## src/rtl/ascon_perm_ctrl.sv

```systemverilog
// Round sequencer for the Ascon permutation datapath: walks the round-constant
// index from the mode's start value up to 11, then pulses done_o for one cycle.
module ascon_perm_ctrl #(
  parameter int ROUNDS_A = 12,
  parameter int ROUNDS_B = 6
) (
  input  logic       clock_i,
  input  logic       resetb_i,
  input  logic       start_i,
  input  logic       mode_i,
  input  logic       abort_i,
  output logic       ready_o,
  output logic [3:0] round_o,
  output logic       init_o,
  output logic       en_reg_o,
  output logic       done_o
);

  localparam logic [1:0] S_IDLE  = 2'd0;
  localparam logic [1:0] S_FIRST = 2'd1;
  localparam logic [1:0] S_RUN   = 2'd2;
  localparam logic [1:0] S_DONE  = 2'd3;

  localparam logic [3:0] LAST_ROUND = 4'd11;
  localparam logic [3:0] LOAD_A     = 4'(12 - ROUNDS_A);
  localparam logic [3:0] LOAD_B     = 4'(12 - ROUNDS_B);

  generate
    if (ROUNDS_B < 1 || ROUNDS_B > ROUNDS_A || ROUNDS_A > 12) begin : g_bad_rounds
      $error("ascon_perm_ctrl: need 1 <= ROUNDS_B <= ROUNDS_A <= 12");
    end
  endgenerate

  logic [1:0] state, state_nxt;
  logic [3:0] cnt, cnt_nxt;

  // The counter captures the mode at acceptance, so mode_i is never looked at again.
  always_comb begin
    state_nxt = state;
    cnt_nxt   = cnt;
    case (state)
      S_IDLE: begin
        if (start_i) begin
          state_nxt = S_FIRST;
          cnt_nxt   = mode_i ? LOAD_B : LOAD_A;
        end
      end
      S_FIRST, S_RUN: begin
        if (abort_i) begin
          state_nxt = S_IDLE;
        end else if (cnt == LAST_ROUND) begin
          state_nxt = S_DONE;
        end else begin
          state_nxt = S_RUN;
          cnt_nxt   = cnt + 4'd1;
        end
      end
      default: state_nxt = S_IDLE;
    endcase
  end

  always_ff @(posedge clock_i or negedge resetb_i) begin
    if (!resetb_i) begin
      state <= S_IDLE;
      cnt   <= 4'd0;
    end else begin
      state <= state_nxt;
      cnt   <= cnt_nxt;
    end
  end

  // Moore outputs: decoded from registered state and counter only.
  assign ready_o  = (state == S_IDLE);
  assign init_o   = (state == S_FIRST);
  assign en_reg_o = (state == S_FIRST) || (state == S_RUN);
  assign done_o   = (state == S_DONE);
  assign round_o  = cnt;

endmodule

```

## config.mk

```make
export PLATFORM = sky130hd
export DESIGN_NAME = ascon_perm_ctrl
export DESIGN_NICKNAME = d
export VERILOG_FILES = /design/src/rtl/ascon_perm_ctrl.sv
export SDC_FILE = /design/constraint.sdc
export NUM_CORES = 1
export LEC_CHECK = 0
export BUFFER_PORTS_ARGS = -buffer_cell sky130_fd_sc_hd__buf_2
export CELL_PAD_IN_SITES_DETAIL_PLACEMENT = 1
export CELL_PAD_IN_SITES_GLOBAL_PLACEMENT = 1
export CORE_AREA = 3 3 40 42
export DETAILED_ROUTE_END_ITERATION = 7
export DIE_AREA = 0 0 43 45
export GPL_ROUTABILITY_DRIVEN = 1
export PLACE_DENSITY = 0.69
export SLEW_MARGIN = 20
export SYNTH_ARGS = -nofsm -noshare
export SYNTH_HDL_FRONTEND = slang
export SYNTH_SLANG_ARGS = --single-unit
```

## constraint.sdc

```tcl
create_clock -name clock_i -period 3.4 [get_ports clock_i]
set_clock_uncertainty 0.2 [all_clocks]
set_input_delay 0.17 -clock clock_i [delete_from_list [all_inputs] [get_ports clock_i]]
set_output_delay 0.17 -clock clock_i [all_outputs]
set_load 0.1 [all_outputs]
```

Word level (Yosys, flattened, before mapping) --
Index checks and enable logic that the tools add are counted.
Word-level totals: register bits after elaboration 6, input bits 5, output and inout port bits 8, logic and storage cells 24
Operators by class: add/sub/neg operators 1, equal/unequal tests 7, mux-type cells 9, reduce and logical (&&, ||, !) cells 5
Operator list (count):
- $mux W4 | 3
- $pmux W4 S2 | 1
- $ne A2 B2 Y1 const B | 3
- $add A4 B1 Y4 const B | 1
- $eq A2 B2 Y1 const B | 2
- $eq A4 B4 Y1 const B | 1
- $mux W2 | 2
- $pmux W2 S2 | 1
- $reduce_and A4 Y1 | 1
- $mux W3 | 1
- $eq A2 B1 Y1 const B | 1
- $logic_not A2 Y1 | 1
- $reduce_bool A2 Y1 | 1
- $reduce_or A2 Y1 | 1
- $logic_or A1 B1 Y1 | 1
- $mux W1 | 1

Longest topological paths before layout --
depth in word-level cells 4, gate-level depth with buffers 6, gate-level depth less buffers 5

Least setup slack after synthesis --
No wires, ideal clock.
path kind reg-to-reg, start reg state[0], end reg cnt[1] (netlist: round_o[1]), library setup time 0.126 ns, data arrival time 2.362 ns, data required time 3.074 ns, setup slack 0.712 ns, stages on the path, launching flop included 6, buffers on the path 0, clock period less this slack 2.688 ns, cell sequence dfrtp_1 -> inv_1 -> ha_1 -> mux2i_2 -> mux2_1 -> a311o_1
On the way: elaborated cells on any way between the ends 10, those cells by class eq/ne: 5; mux: 1; reduce/logical: 4
RTL lines:
- from (decl) | RTL line 34 | logic [1:0] state, state_nxt;
- from (signal assigned) | RTL line 67 | state <= state_nxt;
- $logic_not A2 Y1 *
- named net ready_o | RTL line 12 | output logic ready_o,
- $ne A2 B2 Y1 (no line) / $reduce_bool A2 Y1 (equally long branches)
- $reduce_and A4 Y1 (no line)
- to (signal assigned) | RTL line 68 | cnt <= cnt_nxt;
- to (decl) | RTL line 35 | logic [3:0] cnt, cnt_nxt;
Mark *: on every way through the listed nets, which the timed path passes. The rest lies on a longest branch. A chain may end at the register's enable or synchronous reset.

Worst setup path after layout --
start reg state[0], end reg cnt[1] (netlist: round_o[1])
On the way: word-level cells in the longest chain between the ends 4, elaborated cells on any way between the ends 10, those cells by class eq/ne: 5; mux: 1; reduce/logical: 4
Ends and longest elaborated chain:
- $eq A2 B1 Y1 / $eq A2 B2 Y1 (equally long branches) | RTL line 41 | case (state)
- $reduce_or A2 Y1 | RTL line 41
- $ne A2 B2 Y1 (no line) / $reduce_bool A2 Y1 (equally long branches)
- $reduce_and A4 Y1 (no line)
Parallel ways exist; a longest one is shown, timed or not.

==> run metrics <==
FILL cells 163; CP max-delay cell ha_1; Non-Filler Instances 73; I/O pin count 13; Die Width 43 µm; worst-skew pair later-pin latency 0.25 ns; Area growth, synth to finish 25.2%; max-slew violations 0; post-cts resize count 0; cells after synthesis 43; layout cells sized above 1 0.276; final setup fails 0; largest net degree at the start of global routing 13; Net count, final 69; Syn Std Cell Area 422 µm²; Synth cell types 27; final RePlAce weighted congestion 0.774; clk sinks 6; CTS clk-pin slew, worst paths 0.05 ns; cell total after placement 69; relative slew slack 0.679; Yosys reg bits 6; critical path cell sequence inv_1 -> ha_1 -> mux2i_2 -> mux2_1 -> a311o_1; syn avg cell area 9.81 µm²; status complete, no violations; TritonRoute pass-1 iters 2; M2 GR Usage 0.263; CTS H-tree depth 1; clk buf depth 2; fin crit share 0.664; GRT Resource Usage Total 0.146; Worst Setup Start Kind flip-flop; initial antenna violation count 0; most frequent cells in the layout buf_2, dfrtp_1, inv_1, ha_1; Fin Setup TNS 0 ns; Starting Density 0.328; YS warnings 0; CP peak stage delay 0.45 ns; Routed WL 1150 µm; dpl hpwl 932 µm; Mapped Nets 52; vias in the first global route 455; worst slew pin tran 0.485 ns; GR Layer Usage met3 0.0598; Critical Path RT 3.33 ns; Max Cap Viol 0; post-DR vias/cell 5.59; drt wl/cell 15.8 µm; DRC violations left 0; Final Hold Fails 0; HP Class in -> reg; total grt overflow 0; via count 408; most common cell after layout, fill and taps aside buf_2; Tmin final 2.26 ns; crit end category flip-flop; Die ar. 1940 µm²; unrepaired setup endpoints after global routing false; antenna violation net count after detailed routing 0; global-route layer with the greatest usage met2; CP max FO 12; Die Ht 45 µm; global-route wire length before repair 2040 µm; core area 1280 µm²; critical setup path kind reg -> reg; Initial DRC Count 10; antenna cells 0; std cell rows 13; CTS Buf Count 3; Root Buffer clkbuf_4; CTS tree yes; Buffers on Ports 12; maximum clock frequency 443 MHz; met1 Use GR 0.150; post-synthesis sequential area ratio 0.356; CP arrival 2.19 ns
-- sequential cells by signal (all words and copies together), names as in the netlist --
| register | cells |
|---|---|
| round_o | 4 |
| state | 2 |
-- through the flow --
step	setup WS, ns	cell area [µm²]	util	hold slack (ns)
3_3_place_gp	1.21	495	0.386	-0.195
6_report	1.14	528	0.411	0.0709
5_1_grt	0.968	528	0.411	0.0871
4_1_cts	1.13	528	0.411	0.0717
2_1_floorplan	0.712	422	-	-0.326
3_5_place_dp	1.14	495	0.386	-0.192
-- cells by family (layout without fill, tap and decap cells) --
family / after synthesis / count (layout) / synth area share
adder cells (fa/ha/maj): 4 / 4 / 0.119
AO/OA/AOI/OAI: 8 / 8 / 0.134
buffers and inverters: 5 / 20 / 0.0475
multiplexers: 3 / 3 / 0.0831
flip-flops: 6 / 6 / 0.356
AND/OR/NAND/NOR: 17 / 17 / 0.261
-- final cells by class --
class,instances,area [µm²],area share
clock buffer,3,22.5,0.0427
tap,15,18.8,0.0355
multi-input combinational,32,251,0.476
sequential,6,150,0.284
inverter,4,15.0,0.0284
timing repair buffer,13,70.1,0.133
-- worst max-delay path: cells and delay by family, from the launching register on --
kind	cells	cell delay, ns
mux	2	0.78
fa+ha+maj	1	0.45
flops	1	0.37
buf+inv	1	0.08
compound gates	1	0.27
-- synthesized netlist by cell type --
library cell | number | share of area
nand3_1 | 2 | 0.024
or4b_1 | 1 | 0.024
mux2i_1 | 1 | 0.024
inv_1 | 4 | 0.036
or2b_1 | 1 | 0.018
nand2b_1 | 2 | 0.030
o22ai_1 | 1 | 0.015
nand2_1 | 3 | 0.027
or2_0 | 1 | 0.015
o21ai_0 | 1 | 0.012
a22o_1 | 1 | 0.021
a311o_1 | 1 | 0.024
mux2i_2 | 1 | 0.033
nor2b_1 | 1 | 0.015
nand4b_1 | 1 | 0.021
ha_1 | 4 | 0.12
nor3_1 | 1 | 0.012
nor4_1 | 1 | 0.015
a21oi_1 | 2 | 0.024
o211ai_1 | 1 | 0.018
and3b_1 | 1 | 0.021
dfrtp_1 | 6 | 0.36
nor4bb_1 | 1 | 0.024
o311ai_0 | 1 | 0.021
nand3b_1 | 1 | 0.018
mux2_1 | 1 | 0.027
buf_2 | 1 | 0.012
-- final timing paths --
path	end	cells after the start	from	slack [ns]
worst max-delay path	round_o[1]	5	state[0]	1.14
max in group asynchronous	round_o[0]	2	resetb_i	2.78
worst min register to register	round_o[3]	2	round_o[3]	0.40
worst min-delay path	state[1]	3	start_i	0.07
min in group asynchronous	round_o[3]	2	resetb_i	0.08
worst max register to register	round_o[1]	5	state[0]	1.14
-- per-layer routing --
layer  up-vias  part of all wire  wire length, µm
met1       199              0.40              456
li1        191                 -                -
met2        13              0.52              596
met4         0             0.025               29
met3         5             0.062               71
met5         -                 0                0
-- timing repair --
action | CTS | global route
setup endpoints to repair | 0 | 0
setup buffers | 0 | 0
hold buffers | 1 | 0
hold endpoints to repair | 6 | 0
Power is left out: the tool's default activity adds up to more than one toggle a clock period on the data nets, which glitch-free logic cannot reach.
